==> src/rtl/stage3_mem_lsu_if.sv <==
// Execute->mem entry, data-bus and writeback signals of the memory-stage LSU.
// Handshake: the upstream entry is consumed at the end of any cycle with stall=0; a bus request stays asserted with stable address/data until dbus_busy=0 is seen.
interface stage3_mem_lsu_if;
    logic        req_valid;
    logic        req_ren;
    logic        req_wen;
    logic        req_reg_write;
    logic [31:0] req_result;
    logic [31:0] req_addr;
    logic [31:0] req_wdata;
    logic [1:0]  req_size;
    logic        req_sign_ext;
    logic [4:0]  req_rd;
    logic        flush;
    logic        stall;
    logic        dbus_ren;
    logic        dbus_wen;
    logic [31:0] dbus_addr;
    logic [31:0] dbus_wdata;
    logic [3:0]  dbus_byte_en;
    logic        dbus_busy;
    logic [31:0] dbus_rdata;
    logic        reg_write;
    logic [4:0]  rd_m;
    logic [31:0] reg_wdata;
    logic        misaligned_load;
    logic        misaligned_store;

    modport slave (
        input  req_valid, req_ren, req_wen, req_reg_write, req_result, req_addr,
               req_wdata, req_size, req_sign_ext, req_rd, flush, dbus_busy, dbus_rdata,
        output stall, dbus_ren, dbus_wen, dbus_addr, dbus_wdata, dbus_byte_en,
               reg_write, rd_m, reg_wdata, misaligned_load, misaligned_store
    );

    modport master (
        output req_valid, req_ren, req_wen, req_reg_write, req_result, req_addr,
               req_wdata, req_size, req_sign_ext, req_rd, flush, dbus_busy, dbus_rdata,
        input  stall, dbus_ren, dbus_wen, dbus_addr, dbus_wdata, dbus_byte_en,
               reg_write, rd_m, reg_wdata, misaligned_load, misaligned_store
    );
endinterface

==> src/rtl/stage3_mem_lsu.sv <==
// Memory-stage load/store unit: one data-bus transaction per aligned memory entry,
// byte-lane steering, load extension, misalignment pulses and non-memory pass-through.
module stage3_mem_lsu (
    input  logic             CLK,
    input  logic             RST,
    stage3_mem_lsu_if.slave  lsu,
    output logic [1:0]       dbg_state
);
    typedef enum logic [1:0] {
        IDLE = 2'd0,
        REQ  = 2'd1,
        WB   = 2'd2
    } state_t;

    state_t      state_q, state_d;
    logic [31:0] addr_q, addr_d;
    logic [1:0]  size_q, size_d;
    logic        sign_q, sign_d;
    logic [4:0]  rd_q, rd_d;
    logic        is_load_q, is_load_d;
    logic [31:0] wdata_q, wdata_d;
    logic [3:0]  be_q, be_d;
    logic        killed_q, killed_d;
    logic [31:0] ldata_q, ldata_d;
    logic        mis_load_q, mis_load_d;
    logic        mis_store_q, mis_store_d;

    logic        is_mem, half_sz, word_sz, misaligned, take;
    logic [3:0]  be_new;
    logic [31:0] wdata_new;
    logic [7:0]  ld_byte;
    logic [15:0] ld_half;
    logic [31:0] ld_fmt;

    // Decode of the incoming entry and store lane steering
    always_comb begin
        is_mem     = lsu.req_ren | lsu.req_wen;
        half_sz    = (lsu.req_size == 2'b01);
        word_sz    = lsu.req_size[1];
        misaligned = (half_sz & lsu.req_addr[0]) |
                     (word_sz & (lsu.req_addr[1:0] != 2'b00));
        take       = (state_q == IDLE) & lsu.req_valid & ~lsu.flush & is_mem;
        if (word_sz) begin
            be_new    = 4'b1111;
            wdata_new = lsu.req_wdata;
        end else if (half_sz) begin
            be_new    = 4'b0011 << {lsu.req_addr[1], 1'b0};
            wdata_new = {2{lsu.req_wdata[15:0]}};
        end else begin
            be_new    = 4'b0001 << lsu.req_addr[1:0];
            wdata_new = {4{lsu.req_wdata[7:0]}};
        end
    end

    // Load extraction uses the latched address, since req_addr is only held, not owned
    always_comb begin
        case (addr_q[1:0])
            2'd0:    ld_byte = lsu.dbus_rdata[7:0];
            2'd1:    ld_byte = lsu.dbus_rdata[15:8];
            2'd2:    ld_byte = lsu.dbus_rdata[23:16];
            default: ld_byte = lsu.dbus_rdata[31:24];
        endcase
        ld_half = addr_q[1] ? lsu.dbus_rdata[31:16] : lsu.dbus_rdata[15:0];
        if (size_q[1]) begin
            ld_fmt = lsu.dbus_rdata;
        end else if (size_q == 2'b01) begin
            ld_fmt = {{16{sign_q & ld_half[15]}}, ld_half};
        end else begin
            ld_fmt = {{24{sign_q & ld_byte[7]}}, ld_byte};
        end
    end

    always_comb begin
        state_d     = state_q;
        addr_d      = addr_q;
        size_d      = size_q;
        sign_d      = sign_q;
        rd_d        = rd_q;
        is_load_d   = is_load_q;
        wdata_d     = wdata_q;
        be_d        = be_q;
        killed_d    = killed_q;
        ldata_d     = ldata_q;
        mis_load_d  = 1'b0;
        mis_store_d = 1'b0;
        case (state_q)
            IDLE: begin
                if (take) begin
                    if (misaligned) begin
                        mis_load_d  = lsu.req_ren;
                        mis_store_d = lsu.req_wen;
                    end else begin
                        addr_d    = lsu.req_addr;
                        size_d    = lsu.req_size;
                        sign_d    = lsu.req_sign_ext;
                        rd_d      = lsu.req_rd;
                        is_load_d = lsu.req_ren;
                        wdata_d   = wdata_new;
                        be_d      = be_new;
                        killed_d  = 1'b0;
                        state_d   = REQ;
                    end
                end
            end
            REQ: begin
                // A flush never aborts the bus transaction; it only kills the writeback
                killed_d = killed_q | lsu.flush;
                if (!lsu.dbus_busy) begin
                    ldata_d = ld_fmt;
                    state_d = WB;
                end
            end
            WB:      state_d = IDLE;
            default: state_d = IDLE;
        endcase
    end

    always_ff @(posedge CLK) begin
        if (RST) begin
            state_q     <= IDLE;
            addr_q      <= '0;
            size_q      <= '0;
            sign_q      <= 1'b0;
            rd_q        <= '0;
            is_load_q   <= 1'b0;
            wdata_q     <= '0;
            be_q        <= '0;
            killed_q    <= 1'b0;
            ldata_q     <= '0;
            mis_load_q  <= 1'b0;
            mis_store_q <= 1'b0;
        end else begin
            state_q     <= state_d;
            addr_q      <= addr_d;
            size_q      <= size_d;
            sign_q      <= sign_d;
            rd_q        <= rd_d;
            is_load_q   <= is_load_d;
            wdata_q     <= wdata_d;
            be_q        <= be_d;
            killed_q    <= killed_d;
            ldata_q     <= ldata_d;
            mis_load_q  <= mis_load_d;
            mis_store_q <= mis_store_d;
        end
    end

    always_comb begin
        lsu.stall            = ~RST & ((state_q == REQ) | (take & ~misaligned));
        lsu.dbus_ren         = (state_q == REQ) & is_load_q;
        lsu.dbus_wen         = (state_q == REQ) & ~is_load_q;
        lsu.dbus_addr        = {addr_q[31:2], 2'b00};
        lsu.dbus_wdata       = wdata_q;
        lsu.dbus_byte_en     = be_q;
        lsu.misaligned_load  = mis_load_q;
        lsu.misaligned_store = mis_store_q;
        lsu.reg_write        = 1'b0;
        lsu.rd_m             = rd_q;
        lsu.reg_wdata        = ldata_q;
        if (state_q == IDLE) begin
            lsu.rd_m      = lsu.req_rd;
            lsu.reg_wdata = lsu.req_result;
            lsu.reg_write = ~RST & lsu.req_valid & ~lsu.flush & ~is_mem &
                            lsu.req_reg_write & (lsu.req_rd != 5'd0);
        end else if (state_q == WB) begin
            lsu.reg_write = ~RST & is_load_q & ~killed_q & ~lsu.flush & (rd_q != 5'd0);
        end
        dbg_state = state_q;
    end
endmodule

==> src/flat_wrapper.sv <==
// flat-port wrapper written by rule: the top's interface ports become plain ports
module stage3_mem_lsu_flat 
  (CLK, RST, dbg_state, lsu_req_valid, lsu_req_ren, lsu_req_wen, lsu_req_reg_write, lsu_req_result, lsu_req_addr, lsu_req_wdata, lsu_req_size, lsu_req_sign_ext, lsu_req_rd, lsu_flush, lsu_dbus_busy, lsu_dbus_rdata, lsu_stall, lsu_dbus_ren, lsu_dbus_wen, lsu_dbus_addr, lsu_dbus_wdata, lsu_dbus_byte_en, lsu_reg_write, lsu_rd_m, lsu_reg_wdata, lsu_misaligned_load, lsu_misaligned_store);
  stage3_mem_lsu_if lsu_i ();
  input  logic CLK;
  input  logic RST;
  output logic [1:0] dbg_state;
  input wire logic [$bits(lsu_i.req_valid)-1:0] lsu_req_valid;
  input wire logic [$bits(lsu_i.req_ren)-1:0] lsu_req_ren;
  input wire logic [$bits(lsu_i.req_wen)-1:0] lsu_req_wen;
  input wire logic [$bits(lsu_i.req_reg_write)-1:0] lsu_req_reg_write;
  input wire logic [$bits(lsu_i.req_result)-1:0] lsu_req_result;
  input wire logic [$bits(lsu_i.req_addr)-1:0] lsu_req_addr;
  input wire logic [$bits(lsu_i.req_wdata)-1:0] lsu_req_wdata;
  input wire logic [$bits(lsu_i.req_size)-1:0] lsu_req_size;
  input wire logic [$bits(lsu_i.req_sign_ext)-1:0] lsu_req_sign_ext;
  input wire logic [$bits(lsu_i.req_rd)-1:0] lsu_req_rd;
  input wire logic [$bits(lsu_i.flush)-1:0] lsu_flush;
  input wire logic [$bits(lsu_i.dbus_busy)-1:0] lsu_dbus_busy;
  input wire logic [$bits(lsu_i.dbus_rdata)-1:0] lsu_dbus_rdata;
  output wire logic [$bits(lsu_i.stall)-1:0] lsu_stall;
  output wire logic [$bits(lsu_i.dbus_ren)-1:0] lsu_dbus_ren;
  output wire logic [$bits(lsu_i.dbus_wen)-1:0] lsu_dbus_wen;
  output wire logic [$bits(lsu_i.dbus_addr)-1:0] lsu_dbus_addr;
  output wire logic [$bits(lsu_i.dbus_wdata)-1:0] lsu_dbus_wdata;
  output wire logic [$bits(lsu_i.dbus_byte_en)-1:0] lsu_dbus_byte_en;
  output wire logic [$bits(lsu_i.reg_write)-1:0] lsu_reg_write;
  output wire logic [$bits(lsu_i.rd_m)-1:0] lsu_rd_m;
  output wire logic [$bits(lsu_i.reg_wdata)-1:0] lsu_reg_wdata;
  output wire logic [$bits(lsu_i.misaligned_load)-1:0] lsu_misaligned_load;
  output wire logic [$bits(lsu_i.misaligned_store)-1:0] lsu_misaligned_store;
  assign lsu_i.req_valid = lsu_req_valid;
  assign lsu_i.req_ren = lsu_req_ren;
  assign lsu_i.req_wen = lsu_req_wen;
  assign lsu_i.req_reg_write = lsu_req_reg_write;
  assign lsu_i.req_result = lsu_req_result;
  assign lsu_i.req_addr = lsu_req_addr;
  assign lsu_i.req_wdata = lsu_req_wdata;
  assign lsu_i.req_size = lsu_req_size;
  assign lsu_i.req_sign_ext = lsu_req_sign_ext;
  assign lsu_i.req_rd = lsu_req_rd;
  assign lsu_i.flush = lsu_flush;
  assign lsu_i.dbus_busy = lsu_dbus_busy;
  assign lsu_i.dbus_rdata = lsu_dbus_rdata;
  assign lsu_stall = lsu_i.stall;
  assign lsu_dbus_ren = lsu_i.dbus_ren;
  assign lsu_dbus_wen = lsu_i.dbus_wen;
  assign lsu_dbus_addr = lsu_i.dbus_addr;
  assign lsu_dbus_wdata = lsu_i.dbus_wdata;
  assign lsu_dbus_byte_en = lsu_i.dbus_byte_en;
  assign lsu_reg_write = lsu_i.reg_write;
  assign lsu_rd_m = lsu_i.rd_m;
  assign lsu_reg_wdata = lsu_i.reg_wdata;
  assign lsu_misaligned_load = lsu_i.misaligned_load;
  assign lsu_misaligned_store = lsu_i.misaligned_store;
  stage3_mem_lsu u_core (.CLK(CLK), .RST(RST), .lsu(lsu_i), .dbg_state(dbg_state));
endmodule
==> config.mk <==
export PLATFORM = sky130hd
export DESIGN_NAME = stage3_mem_lsu_flat
export DESIGN_NICKNAME = d
export VERILOG_FILES = /design/src/rtl/stage3_mem_lsu_if.sv /design/src/rtl/stage3_mem_lsu.sv /design/src/flat_wrapper.sv
export SDC_FILE = /design/constraint.sdc
export NUM_CORES = 1
export LEC_CHECK = 0
export ABC_AREA = 1
export BUFFER_PORTS_ARGS = -buffer_cell sky130_fd_sc_hd__buf_4
export CORE_ASPECT_RATIO = 1.25
export CORE_UTILIZATION = 43
export CTS_CLUSTER_DIAMETER = 200
export DETAILED_ROUTE_END_ITERATION = 8
export PLACE_DENSITY_LB_ADDON = 0.12
export RECOVER_POWER = 50
export SLEW_MARGIN = 40
export SYNTH_ARGS = -nofsm -noshare
export SYNTH_HDL_FRONTEND = slang
export SYNTH_SLANG_ARGS = --single-unit
==> constraint.sdc <==
create_clock -name CLK -period 1.29 [get_ports CLK]
set_input_delay 0.129 -clock CLK [delete_from_list [all_inputs] [get_ports CLK]]
set_output_delay 0.129 -clock CLK [all_outputs]
set_load 0.005 [all_outputs]
**Word-level counts from Yosys, hierarchy flattened**

Index checks and enable logic that the tools add are counted.

- Register bits: 114
- Bits in latches: 0
- Memory bits (writable): 0
- ROM bits: 0
- Bits of input ports: 144
- Output and inout port bits: 113
- Word-level logic and storage cells: 86
- Memories: 0

- Add/subtract/negate cells: 0
- $mul: 0
- Div/mod/pow operators: 0
- Order comparisons: 0
- Equality and inequality tests: 9
- Shifts and indexed selects: 2
- Multiplexer cells: 19
- Bitwise operators: 33
- Reductions and logical operators: 11

Operators with widths:

| operator | count |
|---|---|
| $mux 32 | 5 |
| $pmux 8 s3 | 1 |
| $and 1x1->1 | 20 |
| $mux 16 | 1 |
| $reduce_bool 5->1 | 2 |
| $not 1->1 | 9 |
| $reduce_and 3->1 | 3 |
| $eq 2x1->1 const B | 4 |
| $mux 4 | 2 |
| $mux 2 | 3 |
| $mux 5 | 1 |
| $eq 2x2->1 const B | 2 |
| $logic_not 2->1 | 2 |
| $mux 1 | 4 |
| $ne 2x2->1 const B | 2 |
| $or 1x1->1 | 4 |
| $pmux 2 s2 | 1 |
| $reduce_bool 2->1 | 2 |
| $reduce_or 4->1 | 1 |
| $shl 1x2->4 const A | 1 |
| $shl 2x2->4 const A | 1 |
| $ne 2x1->1 const B | 1 |
| $pmux 1 s2 | 1 |
| $reduce_and 2->1 | 1 |

**Longest topological paths before layout**

Gate-level depths: netlist of run 1.

- Depth in word-level cells: 7
- Mapped depth: 11
- Mapped depth without buffers: 9

**Least setup slack after synthesis of run 1**

No wires, ideal clock.

- Path type: register to register
- From: register u_core.state_q[1] (netlist: u_core.dbg_state[1])
- To: register u_core.rd_q[4]
- Library setup time: 116 ps
- Data arrival time: 1217 ps
- Data required time: 1174 ps
- Path slack: -43 ps
- Cell stages (with the launch flop): 9
- Buffers on the path: 2
- Period minus slack after synthesis: 1333 ps
- Cell sequence: dfxtp_1 > nor2_1 > nand3_1 > nor2_4 > inv_2 > buf_6 > buf_6 > nor2_1 > nor2_1

- Cells in the longest elaborated chain, start to end: 5

RTL lines:

| item | RTL line | RTL |
|---|---|---|
| from (decl) | stage3_mem_lsu.sv:15 | `state_t state_q, state_d;` |
| from (signal assigned) | stage3_mem_lsu.sv:133 | `state_q <= state_d;` |
| $logic_not 2->1 * | stage3_mem_lsu.sv:42, stage3_mem_lsu.sv:86 |  |
| $and 1x1->1 (3 in a row) | stage3_mem_lsu.sv:42 | `take = (state_q == IDLE) & lsu.req_valid & ~lsu.flush & is_mem;` |
| $reduce_and 3->1 (no line) * | n/a |  |
| to (signal assigned) | stage3_mem_lsu.sv:137 | `rd_q <= rd_d;` |
| to (decl) | stage3_mem_lsu.sv:19 | `logic [4:0] rd_q, rd_d;` |

Mark *: on every way between the ends. The rest lies on a longest branch, timed or not.
A chain may end at the register's enable or synchronous reset.

**Final worst setup path of run 1**

- From: register u_core.state_q[0] (netlist: u_core.dbg_state[0])
- To: register u_core.be_q[3] (netlist: u_core.lsu.dbus_byte_en[3])

- Cells in the longest elaborated chain, start to end: 5

RTL lines:

| item | RTL line | RTL |
|---|---|---|
| $logic_not 2->1 * | stage3_mem_lsu.sv:42, stage3_mem_lsu.sv:86 |  |
| $and 1x1->1 (3 in a row) | stage3_mem_lsu.sv:42 |  |
| $reduce_and 3->1 (no line) * | n/a |  |
| to (signal assigned) | stage3_mem_lsu.sv:127 | `be_q <= '0;` |
| to (signal assigned) | stage3_mem_lsu.sv:140 | `be_q <= be_d;` |
| to (decl) | stage3_mem_lsu.sv:22 | `logic [3:0] be_q, be_d;` |

Marks and branches as above.

==> impl_metrics.py, run 1 <==
metrics = {
    "timing": {
        "clock_skew_ns": 0.00688,
        "whs_ns": 0.00396,
        "worst_pin_slew_ns": 0.666,
        "max_clk_rate_mhz": 567,
        "rsz0062_at_grt": "yes",
        "report.final.hold_viol_count": 0,
        "final-setup-viol-count": 151,
        "timing.final.ws_setup_ns": -0.473,
        "post-route-min-period_ns": 1.76,
        "max_slew_margin_pct": 55.6,
        "period_share_pct": 137,
        "timing_max_transition_violations_final": 0,
    },
    "global_route": {
        "groute.usage.overall_pct": 29.3,
        "grt_pass1_vias": 6786,
        "globalRoute.totalOverflow": 0,
        "grt_max_degree": 43,
        "antenna_found_initial": 2,
        "grt_first_pass_wirelength_um": 32600,
    },
    "die": {
        "die_height_um": 133,
        "top_level_ports": 257,
        "design.core.area_mm2": 0.0133,
        "dieArea_mm2": 0.0142,
        "die_w_um": 107,
        "initial_core_util_pct": 44.3,
        "std_cell_rows": 47,
    },
    "route": {
        "detail_route.iter0.violations": 448,
        "drt_first_pass_iters": 5,
        "drcViolationCount": 0,
        "totalWireLength_um": 25200,
        "detailroute.via_count": 7546,
        "avgRoutedWirePerCell_um": 17.3,
        "antenna_left": 0,
        "avgViaCountPerCell": 5.17,
    },
    "layout": {
        "area.sequential_mm2": 0.00229,
        "area_growth_pct": 89.0,
        "finalNetCount": 1417,
        "multiInputGateArea_mm2": 0.00368,
        "drive_above_1_share_pct": 46.3,
        "finalInstanceArea_mm2": 0.0111,
        "filler_cell_count": 822,
    },
    "logic_synthesis": {
        "synth_flop_cell": "dfxtp_1",
        "post_synth_inst_count": 934,
        "synth_cell_type_count": 23,
        "synth.top_cells.by_count": "nand2_1, dfxtp_1, nor2_1",
        "synth_most_common_cell": "nand2_1",
        "synth_area_per_cell_um2": 6.31,
        "ys_seq_elements": 114,
        "synthesis.area_mm2": 0.00589,
        "synth-edff-count": 0,
        "postSynth.asyncResetShare_pct": 0,
        "synth-warning-count": 0,
        "ys_top_cells_by_area": "dfxtp_1, nand2_1, o21ai_0",
        "synth_top_area_share_pct": 38.7,
        "synth-seq-area-share_pct": 38.7,
        "synthDominantAreaCellType": "dfxtp_1",
    },
    "power": {
        "irDropWorstVdd_v": 0.000777,
        "pwr_density_cell_mw_per_mm2": 955,
        "power.total_uw": 10600,
        "cellLeakagePower_uw": 0.00517,
    },
    "placed_design": {
        "hpwl_um": 13600,
        "place.gp.congestion": 0.910,
        "placed_cell_area_mm2": 0.00800,
        "numPortBuffers": 254,
        "dp_slack_ns": -0.0726,
    },
    "clock_network": {
        "cts_tree": "yes",
        "cts_sinks": 114,
        "insertion_delay_ns": 0.42,
        "clock_tree.root_cell": "clkbuf_16",
        "cts_htree_levels": 4,
        "total_cts_buffers": 17,
        "cts.path.max_buffers": 2,
        "path_clk_slew_ns": 0.06,
    },
    "run_status": {
        "violated_checks": "negative setup slack",
        "result_of_the_run": "finished, violations left",
    },
    "worst_setup_path": {
        "worst_ep_arrival_time_ns": 2.03,
        "worst-path-max-fanout": 6,
        "cells_along_the_critical_path": "nor2_4, buf_6, nand3_4, nor2_4, buf_8, buf_12, buf_12, inv_16, buf_16, nand2_2, a21oi_1",
        "critPathLaunchType": "register",
        "crit_type": "register to register",
        "slowest_stage": "dfxtp_2",
        "max_stage_delay_ns": 0.34,
        "worstPathRequired_ns": 1.56,
        "worst_setup_path_end_kind": "register",
    },
    "min_path": {
        "hold_path_class": "input pin to register",
    },
    "flow_run": {
        "drv_cap": 0,
    },
}
## cell usage in the layout (no fill, tap or decap), drive strengths merged
| master | instances |
|---|---|
| buf | 311 |
| inv | 97 |
| nand3 | 32 |
| dlygate4sd3 | 44 |
| bufinv | 1 |
| o21ai | 108 |
| nand2 | 298 |
| o211ai | 8 |
| clkinvlp | 7 |
| diode | 2 |
| conb | 2 |
| clkinv | 7 |
| or2 | 2 |
| a21oi | 69 |
| clkbuf | 66 |
| nor2 | 113 |
| nand4 | 3 |
| dfxtp | 114 |
| nor3 | 4 |
## cells by family after synthesis
group	Yosys count	synth area share [%]
AO/OA/AOI/OAI	185	16.1
buffers and inverters	182	15.0
flip-flops	114	38.7
other	1	0.0637
AND/OR/NAND/NOR	452	30.1
## final timing paths
path | from | endpoint | slack (ns) | cells past startpoint
max | u_core.dbg_state[0] | u_core.lsu.dbus_byte_en[3] | -0.47 | 11
min reg2reg | u_core.lsu.dbus_wdata[22] | u_core.lsu.dbus_wdata[22] | 0.47 | 2
max reg2reg | u_core.dbg_state[0] | u_core.lsu.dbus_byte_en[3] | -0.47 | 11
min | lsu_req_wdata[1] | u_core.lsu.dbus_wdata[1] | 0.004 | 3
## per-layer routing
metal	up-vias	GRT usage, %	share of wire (%)
met3	105	8.23	7.7
met2	383	52.6	54
li1	3588	-	-
met1	3470	30.4	33
met5	-	0	0
met4	0	15.7	5.4
## sequential cells by signal, indices dropped and copies added (netlist names), 2 cells and up
| register | count |
|---|---|
| u_core.lsu.dbus_wdata | 32 |
| u_core.rd_q | 5 |
| u_core.lsu.dbus_byte_en | 4 |
| u_core.addr_q | 32 |
| u_core.dbg_state | 2 |
| u_core.size_q | 2 |
| u_core.ldata_q | 32 |
## worst max-delay path: cells and delay by family (launching register included)
kind	cells	cell delay [ns]
AO/OA/AOI/OAI	1	0.07
AND/OR/NAND/NOR	4	0.46
buffers and inverters	6	0.73
flip-flops	1	0.34
## metrics by stage
| stage | utilization (%) | TNS [ns] | instances |
|---|---|---|---|
| after detailed placement | 60.2 | -3.45 | 1327 |
| after floorplan | - | -0.358 | 935 |
| after global placement | 60.2 | -1.08 | 1327 |
| after global routing | 83.8 | -57.83 | 1459 |
| final | 83.8 | -49.16 | 1459 |
| after CTS | 72.5 | -38.39 | 1428 |
## report_power, final
part | internal, uW | switching, uW
clock | 2660 | 1910
sequential | 3660 | 105
combinational | 1220 | 1080
## final cells by class
cell class | instances | area share (%)
timing repair buffer | 404 | 35.5
multi-input combinational | 639 | 33.0
sequential | 114 | 20.6
clock buffer | 17 | 3.82
inverter | 95 | 3.65
tap | 171 | 1.92
clock inverter | 15 | 1.22
timing repair inverter | 2 | 0.281
antenna | 2 | 0.0449
## what timing repair did
item,CTS,global route
cloned,9,19
resized for setup,71,318
setup buffers,18,13
endpoints found under the setup margin,137,154
hold buffers,43,1
pin swaps,11,50
endpoints found under the hold margin,43,1
Note: power is estimated with default switching activity, not from simulation.
==> run 2: changes to the inputs <==
- CORE_ASPECT_RATIO: 1.25 -> 1.1
- CORE_UTILIZATION: 43 -> 25
==> impl_metrics.py, run 2 (synthesis results as in run 1) <==
metrics = {
    "placed_design": {
        "dp_slack_ns": -0.0970,
        "place.gp.congestion": 0.808,
        "numPortBuffers": 254,
        "dp.cells": 1461,
        "hpwl_um": 16000,
    },
    "die": {
        "design.core.area_mm2": 0.0230,
        "dieArea_mm2": 0.0242,
        "std_cell_rows": 58,
        "initial_core_util_pct": 25.6,
        "die_height_um": 163,
        "top_level_ports": 257,
        "die_w_um": 148,
    },
    "layout": {
        "filler_cell_count": 2457,
        "area_growth_pct": 71.2,
        "finalNetCount": 1395,
        "drive_above_1_share_pct": 34.2,
        "final_cell_count_no_fill": 1565,
        "utilization_pct": 43.8,
        "layout.cells.most_common_list": "nand2_1, buf_4, dfxtp_1",
        "layout_commonest_cell": "nand2_1",
    },
    "run_status": {
        "result_of_the_run": "finished, violations left",
        "violated_checks": "negative setup slack",
    },
    "clock_network": {
        "cts_tree": "yes",
        "path_clk_slew_ns": 0.06,
        "clock_tree.root_cell": "clkbuf_16",
        "cts_htree_levels": 4,
        "insertion_delay_ns": 0.41,
        "total_cts_buffers": 17,
        "cts_sinks": 114,
        "cts.path.max_buffers": 2,
    },
    "route": {
        "avgRoutedWirePerCell_um": 14.2,
        "totalWireLength_um": 22200,
        "avgViaCountPerCell": 4.34,
        "antenna_left": 0,
        "drt_first_pass_iters": 4,
        "detail_route.iter0.violations": 154,
        "detailroute.via_count": 6797,
        "drcViolationCount": 0,
    },
    "global_route": {
        "globalRoute.totalOverflow": 0,
        "grt_max_degree": 46,
        "grt_pass1_vias": 6634,
        "groute.usage.overall_pct": 18.5,
        "grt_first_pass_wirelength_um": 34400,
        "antenna_found_initial": 1,
    },
    "power": {
        "cellLeakagePower_uw": 0.00486,
        "pwr_density_cell_mw_per_mm2": 1030,
        "power.total_uw": 10400,
        "irDropWorstVdd_v": 0.000835,
    },
    "worst_setup_path": {
        "worst_setup_path_startpoint": "u_core.dbg_state[1]",
        "critPathLaunchType": "register",
        "crit_type": "register to primary output",
        "worstPathRequired_ns": 1.16,
        "worst_ep_arrival_time_ns": 1.49,
        "worst_setup_path_end_kind": "primary output",
        "start_of_the_worst_register_to_register_path": "u_core.dbg_state[1]",
        "worst-path-max-fanout": 45,
    },
    "timing": {
        "rsz0062_at_grt": "yes",
        "fin_setup_tns_ns": -28.32,
        "post-route-min-period_ns": 1.62,
        "report.final.hold_viol_count": 0,
        "clock_skew_ns": 0.0119,
        "final-setup-viol-count": 152,
        "max_clk_rate_mhz": 617,
        "timing_max_transition_violations_final": 0,
        "timing.final.ws_setup_ns": -0.331,
        "period_share_pct": 126,
    },
    "min_path": {
        "holdCritStartpoint": "lsu_req_wdata[22]",
        "hold_path_class": "input pin to register",
    },
    "flow_run": {
        "drv_cap": 0,
    },
}
[run 2: changes by cell type in the layout (fill, tap and decap cells not counted), sizes merged]
| cell | before | now |
|---|---|---|
| clkbuf | 66 | 56 |
| buf | 311 | 295 |
| dlygate4sd3 | 44 | 50 |
| clkinvlp | 7 | 3 |
| bufinv | 1 | 2 |
| bufbuf | 0 | 1 |
| diode | 2 | 1 |
[run 2: worst paths after layout]
| kind | endpoint | slack [ns] | cells after the start |
|---|---|---|---|
| min reg2reg | u_core.killed_q | 0.46 | 2 |
| min | u_core.lsu.dbus_wdata[22] | 0.08 | 5 |
| max reg2reg | u_core.addr_q[4] | -0.25 | 10 |
| max | lsu_reg_wdata[26] | -0.33 | 6 |
[run 2: power breakdown]
part | internal (uW) | leakage, uW | switching [uW] | total, uW
sequential | 3660 | 0.000927 | 74.1 | 3740
clock | 2910 | 0.000283 | 1830 | 4750
combinational | 1030 | 0.00365 | 845 | 1880
[run 2: metal layers]
layer | routed length (um) | track usage (%) | vias to the layer above
met3 | 1550 | 6.36 | 14
met4 | 272 | 5.39 | 0
li1 | - | - | 3521
met1 | 9280 | 20.5 | 3058
met2 | 11100 | 33.2 | 204
met5 | 0 | 0 | -
[run 2: final cells by class]
class,count,area (um^2),area share (%)
multi-input cells,639,3000,29.8
clock buffers,18,439,4.36
inverters,95,367,3.64
well taps,300,375,3.72
flip-flops and latches,114,2290,22.7
clock inverters,14,154,1.53
diodes,1,2.50,0.0248
repair buffers,384,3460,34.3
[run 2: worst max-delay path, stage by stage (launching register included)]
cell and delay, ns:
dfxtp_2 0.33, nor2_4 0.13, buf_8 0.14, buf_16 0.18, nand2_1 0.06, o21ai_0 0.08
buf_4 0.14
[run 2: per-stage QoR]
stage | hold WS [ns] | area, um^2
after floorplan | 0.262 | 5910
after global placement | 0.351 | 8250
after detailed placement | 0.357 | 8250
after CTS | 0.0558 | 9940
after global routing | 0.0697 | 10100
final | 0.0765 | 10100
[run 2: timing repair]
| item | CTS | global route |
|---|---|---|
| endpoints found under the setup margin | 123 | 152 |
| gates cloned | 6 | 2 |
| setup buffers | 12 | 1 |
| pin swaps | 30 | 8 |
| endpoints found under the hold margin | 51 | 0 |
| gates resized for setup | 105 | 31 |
| hold buffers | 50 | 0 |
